==> src/rtl/gyro_if.sv <==
// Sensor-side SPI pins, sample outputs and debug state of the gyro sequencer.
interface gyro_if;
  logic        gyro_cs;
  logic        gyro_sclk;
  logic        gyro_mosi;
  logic        gyro_miso;
  logic [15:0] data_x;
  logic [15:0] data_y;
  logic [15:0] data_z;
  // valid is a one-cycle strobe with no ready: data_x/y/z change only on the
  // cycle valid is high and must be taken then; there is no backpressure.
  logic        valid;
  logic        init_done;
  logic        busy;
  logic [2:0]  dbg_state;
  logic [2:0]  dbg_phase;

  modport master (
    output gyro_cs, gyro_sclk, gyro_mosi,
    input  gyro_miso,
    output data_x, data_y, data_z, valid, init_done, busy,
    output dbg_state, dbg_phase
  );

  modport slave (
    input  gyro_cs, gyro_sclk, gyro_mosi,
    output gyro_miso,
    input  data_x, data_y, data_z, valid, init_done, busy,
    input  dbg_state, dbg_phase
  );
endinterface

==> src/rtl/gyro_sequencer.sv <==
// Configures a 3-axis SPI gyro once after reset, then periodically burst-reads
// the six rate registers and presents them as signed X/Y/Z samples.
module gyro_sequencer #(
  parameter int CLK_DIV       = 50,
  parameter int SAMPLE_PERIOD = 1_000_000
) (
  input  logic clk,
  input  logic rst,
  gyro_if.master bus
);

  localparam int DIV_W = $clog2(2 * CLK_DIV);
  localparam int PER_W = $clog2(SAMPLE_PERIOD);
  localparam logic [DIV_W-1:0] DIV_LAST = DIV_W'(CLK_DIV - 1);
  localparam logic [DIV_W-1:0] GAP_LAST = DIV_W'(2 * CLK_DIV - 1);
  localparam logic [PER_W-1:0] PER_LAST = PER_W'(SAMPLE_PERIOD - 1);
  localparam logic [15:0] CFG_WORD  = 16'h200F;
  localparam logic [15:0] READ_WORD = 16'hE800;
  localparam logic [5:0]  CFG_LAST_BIT  = 6'd15;
  localparam logic [5:0]  READ_LAST_BIT = 6'd55;

  typedef enum logic [2:0] {
    ST_CFG  = 3'd0,
    ST_GAP  = 3'd1,
    ST_IDLE = 3'd2,
    ST_READ = 3'd3,
    ST_LOAD = 3'd4
  } state_t;

  typedef enum logic [2:0] {
    PH_START = 3'd0,
    PH_SETUP = 3'd1,
    PH_LOW   = 3'd2,
    PH_HIGH  = 3'd3,
    PH_HOLD  = 3'd4
  } phase_t;

  state_t           r_state;
  phase_t           r_phase;
  logic [DIV_W-1:0] r_div_cnt;
  logic [PER_W-1:0] r_per_cnt;
  logic             r_per_run;
  logic [5:0]       r_bit_cnt;
  logic [5:0]       r_last_bit;
  logic [15:0]      r_tx;
  logic [47:0]      r_rx;
  logic             r_cs;
  logic             r_sclk;
  logic             r_mosi;
  logic             r_busy;
  logic             r_valid;
  logic             r_init_done;
  logic [15:0]      r_data_x;
  logic [15:0]      r_data_y;
  logic [15:0]      r_data_z;

  logic w_div_end;
  logic w_per_wrap;

  assign w_div_end  = (r_div_cnt == DIV_LAST);
  assign w_per_wrap = r_per_run && (r_per_cnt == PER_LAST);

  always_ff @(posedge clk or posedge rst) begin
    if (rst) begin
      r_state     <= ST_CFG;
      r_phase     <= PH_START;
      r_div_cnt   <= '0;
      r_per_cnt   <= '0;
      r_per_run   <= 1'b0;
      r_bit_cnt   <= '0;
      r_last_bit  <= '0;
      r_tx        <= '0;
      r_rx        <= '0;
      r_cs        <= 1'b1;
      r_sclk      <= 1'b1;
      r_mosi      <= 1'b0;
      r_busy      <= 1'b0;
      r_valid     <= 1'b0;
      r_init_done <= 1'b0;
      r_data_x    <= '0;
      r_data_y    <= '0;
      r_data_z    <= '0;
    end else begin
      r_valid <= 1'b0;
      // The sample period keeps running outside IDLE; wraps seen there are dropped.
      if (r_per_run) r_per_cnt <= w_per_wrap ? '0 : r_per_cnt + 1'b1;

      case (r_state)
        ST_CFG, ST_READ: begin
          case (r_phase)
            PH_START: begin
              r_cs       <= 1'b0;
              r_busy     <= 1'b1;
              r_tx       <= CFG_WORD;
              r_last_bit <= CFG_LAST_BIT;
              r_bit_cnt  <= '0;
              r_div_cnt  <= '0;
              r_phase    <= PH_SETUP;
            end
            PH_SETUP, PH_HIGH: begin
              if (w_div_end) begin
                r_div_cnt <= '0;
                r_sclk    <= 1'b0;
                r_mosi    <= r_tx[15];
                r_tx      <= {r_tx[14:0], 1'b0};
                r_phase   <= PH_LOW;
              end else begin
                r_div_cnt <= r_div_cnt + 1'b1;
              end
            end
            PH_LOW: begin
              if (w_div_end) begin
                r_div_cnt <= '0;
                r_sclk    <= 1'b1;
                r_rx      <= {r_rx[46:0], bus.gyro_miso};
                r_bit_cnt <= r_bit_cnt + 1'b1;
                r_phase   <= (r_bit_cnt == r_last_bit) ? PH_HOLD : PH_HIGH;
              end else begin
                r_div_cnt <= r_div_cnt + 1'b1;
              end
            end
            PH_HOLD: begin
              if (w_div_end) begin
                r_div_cnt <= '0;
                r_cs      <= 1'b1;
                r_busy    <= 1'b0;
                r_mosi    <= 1'b0;
                r_phase   <= PH_START;
                r_state   <= (r_state == ST_CFG) ? ST_GAP : ST_LOAD;
              end else begin
                r_div_cnt <= r_div_cnt + 1'b1;
              end
            end
            default: r_phase <= PH_START;
          endcase
        end
        ST_LOAD: begin
          // Bytes arrive XL,XH,YL,YH,ZL,ZH, so the oldest byte sits at the top.
          r_data_x  <= {r_rx[39:32], r_rx[47:40]};
          r_data_y  <= {r_rx[23:16], r_rx[31:24]};
          r_data_z  <= {r_rx[7:0],   r_rx[15:8]};
          r_valid   <= 1'b1;
          r_div_cnt <= '0;
          r_state   <= ST_GAP;
        end
        ST_GAP: begin
          if (r_div_cnt == GAP_LAST) begin
            r_div_cnt   <= '0;
            r_init_done <= 1'b1;
            r_per_run   <= 1'b1;
            r_state     <= ST_IDLE;
          end else begin
            r_div_cnt <= r_div_cnt + 1'b1;
          end
        end
        ST_IDLE: begin
          if (w_per_wrap) begin
            r_cs       <= 1'b0;
            r_busy     <= 1'b1;
            r_tx       <= READ_WORD;
            r_last_bit <= READ_LAST_BIT;
            r_bit_cnt  <= '0;
            r_div_cnt  <= '0;
            r_phase    <= PH_SETUP;
            r_state    <= ST_READ;
          end
        end
        default: r_state <= ST_CFG;
      endcase
    end
  end

  assign bus.gyro_cs   = r_cs;
  assign bus.gyro_sclk = r_sclk;
  assign bus.gyro_mosi = r_mosi;
  assign bus.data_x    = r_data_x;
  assign bus.data_y    = r_data_y;
  assign bus.data_z    = r_data_z;
  assign bus.valid     = r_valid;
  assign bus.init_done = r_init_done;
  assign bus.busy      = r_busy;
  assign bus.dbg_state = r_state;
  assign bus.dbg_phase = r_phase;

endmodule

==> src/flat_wrapper.sv <==
// flat-port wrapper written by rule: the top's interface ports become plain ports
module gyro_sequencer_flat 
#(
  parameter int CLK_DIV       = 50,
  parameter int SAMPLE_PERIOD = 1_000_000
)
  (clk, rst, bus_gyro_cs, bus_gyro_sclk, bus_gyro_mosi, bus_gyro_miso, bus_data_x, bus_data_y, bus_data_z, bus_valid, bus_init_done, bus_busy, bus_dbg_state, bus_dbg_phase);
  gyro_if bus_i ();
  input  logic clk;
  input  logic rst;
  output wire logic [$bits(bus_i.gyro_cs)-1:0] bus_gyro_cs;
  output wire logic [$bits(bus_i.gyro_sclk)-1:0] bus_gyro_sclk;
  output wire logic [$bits(bus_i.gyro_mosi)-1:0] bus_gyro_mosi;
  input wire logic [$bits(bus_i.gyro_miso)-1:0] bus_gyro_miso;
  output wire logic [$bits(bus_i.data_x)-1:0] bus_data_x;
  output wire logic [$bits(bus_i.data_y)-1:0] bus_data_y;
  output wire logic [$bits(bus_i.data_z)-1:0] bus_data_z;
  output wire logic [$bits(bus_i.valid)-1:0] bus_valid;
  output wire logic [$bits(bus_i.init_done)-1:0] bus_init_done;
  output wire logic [$bits(bus_i.busy)-1:0] bus_busy;
  output wire logic [$bits(bus_i.dbg_state)-1:0] bus_dbg_state;
  output wire logic [$bits(bus_i.dbg_phase)-1:0] bus_dbg_phase;
  assign bus_gyro_cs = bus_i.gyro_cs;
  assign bus_gyro_sclk = bus_i.gyro_sclk;
  assign bus_gyro_mosi = bus_i.gyro_mosi;
  assign bus_i.gyro_miso = bus_gyro_miso;
  assign bus_data_x = bus_i.data_x;
  assign bus_data_y = bus_i.data_y;
  assign bus_data_z = bus_i.data_z;
  assign bus_valid = bus_i.valid;
  assign bus_init_done = bus_i.init_done;
  assign bus_busy = bus_i.busy;
  assign bus_dbg_state = bus_i.dbg_state;
  assign bus_dbg_phase = bus_i.dbg_phase;
  gyro_sequencer #(.CLK_DIV(CLK_DIV), .SAMPLE_PERIOD(SAMPLE_PERIOD)) u_core (.clk(clk), .rst(rst), .bus(bus_i));
endmodule
==> config.mk <==
export PLATFORM = sky130hd
export DESIGN_NAME = gyro_sequencer_flat
export DESIGN_NICKNAME = d
export VERILOG_FILES = /design/src/rtl/gyro_if.sv /design/src/rtl/gyro_sequencer.sv /design/src/flat_wrapper.sv
export SDC_FILE = /design/constraint.sdc
export NUM_CORES = 1
export LEC_CHECK = 0
export ABC_AREA = 0
export CORE_MARGIN = 3
export CORE_UTILIZATION = 40
export CTS_CLUSTER_SIZE = 25
export DETAILED_ROUTE_END_ITERATION = 10
export PLACE_DENSITY = 0.68
export SKIP_CTS_REPAIR_TIMING = 1
export SYNTH_ARGS = -nofsm -noshare
export SYNTH_HDL_FRONTEND = slang
export SYNTH_SLANG_ARGS = --single-unit
export TNS_END_PERCENT = 5
==> constraint.sdc <==
create_clock -name clk -period 6.2 [get_ports clk]
set_input_delay 1.24 -clock clk [delete_from_list [all_inputs] [get_ports clk]]
set_output_delay 1.24 -clock clk [all_outputs]
set_load 0.1 [all_outputs]
==> metrics.md <==
| Metric | Value |
|---|---|
| CTS tree | `yes` |
| Global route total overflow | `0` |
| Min Tclk post-route | `3.53 ns` |
| Register area share after synthesis | `0.581` |
| Pwr/cell area | `around 250 nW/um^2` |
| Period utilization | `0.570` |
| Detailed Route Iter0 Violations | `approximately 240` |
| Total clock sinks | `160` |
| Starting Density | `0.413` |
| Clock power frac | `0.470` |
| VDD IR max | `roughly 0.00019 V` |
| Final Net Count | `slightly below 700` |
| Most common cell after layout, fill and taps aside | `nand2_1` |
| Routed wire length per instance | `roughly 15 um` |
| CP Capture Type | `output pin` |
| Worst Reg2Reg Path Length in Cells | `6` |
| Fillcell total | `1538` |
| DIE AREA | `18800 um^2` |
| Worst hold path type | `reg2reg` |
| Worst slew pin tran | `about 1.2 ns` |
| Synth Net Count | `around 630` |
| Area Overhead vs Synth | `19.1%` |
| First-pass GRT wire length | `22600 um` |
| Min-delay src | `u_core.r_rx[47]$_DFFE_PP0P_` |
| Yosys cell types | `59` |
| Ys async rst share | `1.00` |
| Peak Freq | `0.283 GHz` |
| Final Max Tran Viols | `0` |
| Reg2reg end | `u_core.r_tx[14]$_DFFE_PP0P_` |
| Avg Cell Area, Syn | `around 11 um^2` |
| Post-DR vias/cell | `about 5.2` |
| NetSw | `between 400 and 500 uW` |
| Hold depth | `2` |
| Post-route ant nets | `0` |
| Pin count of the biggest net entering global routing | `64` |
| Clk pin slew, worst setup/hold paths | `approximately 0.06 ns` |
| CTS buffer count | `17` |
| Switching part of the total | `0.224` |
| P_int | `1560 uW` |
| Final Power | `approximately 2000 uW` |
| Gate Count Post-Synth | `around 630` |
| Critical path arrival | `2.29 ns` |
| FF-to-FF Start | `u_core.r_div_cnt[0]$_DFFE_PP0P_` |
| IO buf count | `62` |
| GP Congestion | `approximately 0.85` |
| Detailed-route via count | `about 4700` |
| Initial antenna violation count | `0` |
| WP data required | `~5.0 ns` |
| Ys flop type | `dfrtp_1` |
| R2R setup slack | `between 3 and 4 ns` |
| Sequential power share | `0.519` |
| Die height | `137 um` |
| Slew HR | `0.202` |
| Outcome | `finished clean` |
| Chip width | `about 140 um` |
| Clk root buf | `clkbuf_16` |
| # DRC | `0` |
| Clock skew | `0.00844 ns` |
| Max_cap viols | `0` |
| RSZ-0062 raised after global routing | `false` |
| Worst-Skew Late Latency | `about 0.42 ns` |
| Number of top-level pins | `63` |
| Buf/Inv on CP | `1` |
| Most frequent cells in the layout | `nand2_1 (164), dfrtp_1 (158), clkdlybuf4s50_1 (62)` |
| Ratio of cells with drive above 1 in the final layout | `0.160` |
| Final setup TNS | `0 ns` |
| Leak pwr | `between 0.003 and 0.004 uW` |
| Antenna fix cells | `0` |
| Worst Hold End | `u_core.r_rx[47]$_DFFE_PP0P_` |
| Crit path kind | `reg2out` |
| Combinational power share | `0.011` |
| Yosys reg bits | `160` |
| Final hold vios | `0` |
| CP top delay family | `buffers and inverters` |
| CP Cell Sequence | `clkdlybuf4s50_1` |
| Vias in the first global route | `around 4700` |
| Post-synth EDFFs | `0` |
| Yosys warning total | `0` |
| H-tree Lvls | `4` |
| Final setup violation count | `0` |
| Buffers from clock root to sink, at most | `2` |
| Synthesized area | `around 7000 um^2` |
| Crit start category | `register` |
| Slowest stage delay, CP | `roughly 1.2 ns` |
| Slowest stage cell, crit path | `clkdlybuf4s50_1` |
| Core area | `16700 um^2` |
| Row Count | `47` |
| Pre-antenna DRT Iters | `4` |
| Total track usage | `0.151` |
| DP HPWL | `roughly 8600 um` |
| Drt total wl | `between 10000 and 15000 um` |
| Worst Path Max Fanout | `12` |
-- power groups by stage --
| stage | combinational, uW | clock (uW) | sequential [uW] |
|---|---|---|---|
| CTS | 23.5 | 978 | 1040 |
| global route | 26.6 | 1020 | 1040 |
| detailed placement | 23.5 | 0 | 1060 |
| finish | 21.9 | 945 | 1040 |
| global placement | 22.9 | 0 | 1060 |
| floorplan | 15.1 | 0 | 1060 |
-- layout make-up --
type                            count  area, um^2  share of cell area
Multi-Input combinational cell    427        2700               0.329
Tap cell                          220         275              0.0335
Clock buffer                       17         425              0.0518
Inverter                           10        42.5             0.00518
Clock inverter                     13         105              0.0128
Timing Repair Buffer               66         651              0.0793
Sequential cell                   160        4010               0.488
-- routing by layer --
layer  track usage  vias up  routed length, um
met4        0.0527        0                196
met1         0.202     2338               6240
met3        0.0438       19                587
li1              -     2276                  -
met5             0        -                  0
met2         0.235       97               6270
-- kinds of logic after synthesis --
logic type               after synthesis  synth area share
AO/OA/AOI/OAI                         69            0.0735
XOR/XNOR                              17            0.0216
adder cells (fa/ha/maj)                4           0.00726
buffers and inverters                 40            0.0269
flip-flops                           160             0.581
multiplexers                          63             0.102
AND/OR/NAND/NOR                      274             0.188
-- synthesized netlist by cell type (9+ instances only) --
cell type | instances | area share
xnor2_1 | 11 | 0.014
nand3_1 | 9 | 0.0065
clkbuf_1 | 11 | 0.0060
o21ai_0 | 14 | 0.010
and3_1 | 13 | 0.012
dfrtp_1 | 158 | 0.57
mux2_2 | 56 | 0.092
buf_2 | 16 | 0.012
nand2_1 | 164 | 0.089
nor2_1 | 29 | 0.016
a21oi_1 | 11 | 0.0080
inv_1 | 10 | 0.0054
a22o_1 | 9 | 0.011
-- flip-flops by register name (all words and copies together), names as in the netlist, 3 cells and up --
| signal | count |
|---|---|
| u_core.r_rx | 48 |
| u_core.r_per_cnt | 20 |
| u_core.bus.data_x | 16 |
| u_core.bus.data_y | 16 |
| u_core.bus.data_z | 16 |
| u_core.r_tx | 16 |
| u_core.r_div_cnt | 7 |
| u_core.r_bit_cnt | 6 |
| u_core.bus.dbg_phase | 3 |
| u_core.bus.dbg_state | 3 |
| u_core.r_last_bit | 3 |
-- per-stage QoR --
| step | cell area (um^2) | worst slack, ns | hold slack [ns] | util | std cells |
|---|---|---|---|---|---|
| final | 8210 | 2.67 | 0.473 | 0.491 | 913 |
| after global routing | 8210 | 2.58 | 0.494 | 0.491 | 913 |
| after CTS | 8210 | 2.65 | 0.476 | 0.491 | 913 |
| after detailed placement | 7680 | 3.13 | 0.460 | 0.460 | 883 |
| after global placement | 7680 | 3.15 | 0.449 | 0.460 | 883 |
| after floorplan | 6890 | 0.643 | 0.430 | - | 627 |
-- worst max path at each step --
stage	from	end	depth (start not counted)	slack (ns)
CTS	u_core.bus.dbg_phase[2]$_DFFE_PP0P_	bus_dbg_phase[2]	1	2.65
finish	u_core.bus.dbg_phase[2]$_DFFE_PP0P_	bus_dbg_phase[2]	1	2.67
detailed placement	u_core.bus.dbg_state[2]$_DFFE_PP0P_	bus_dbg_state[2]	1	3.13
floorplan	rst	u_core.bus.busy$_DFFE_PP0P_	1	0.64
global route	u_core.bus.dbg_state[2]$_DFFE_PP0P_	bus_dbg_state[2]	1	2.58
global placement	u_core.bus.dbg_state[2]$_DFFE_PP0P_	bus_dbg_state[2]	1	3.15
No activity file was read; power rests on OpenSTA's default activity.
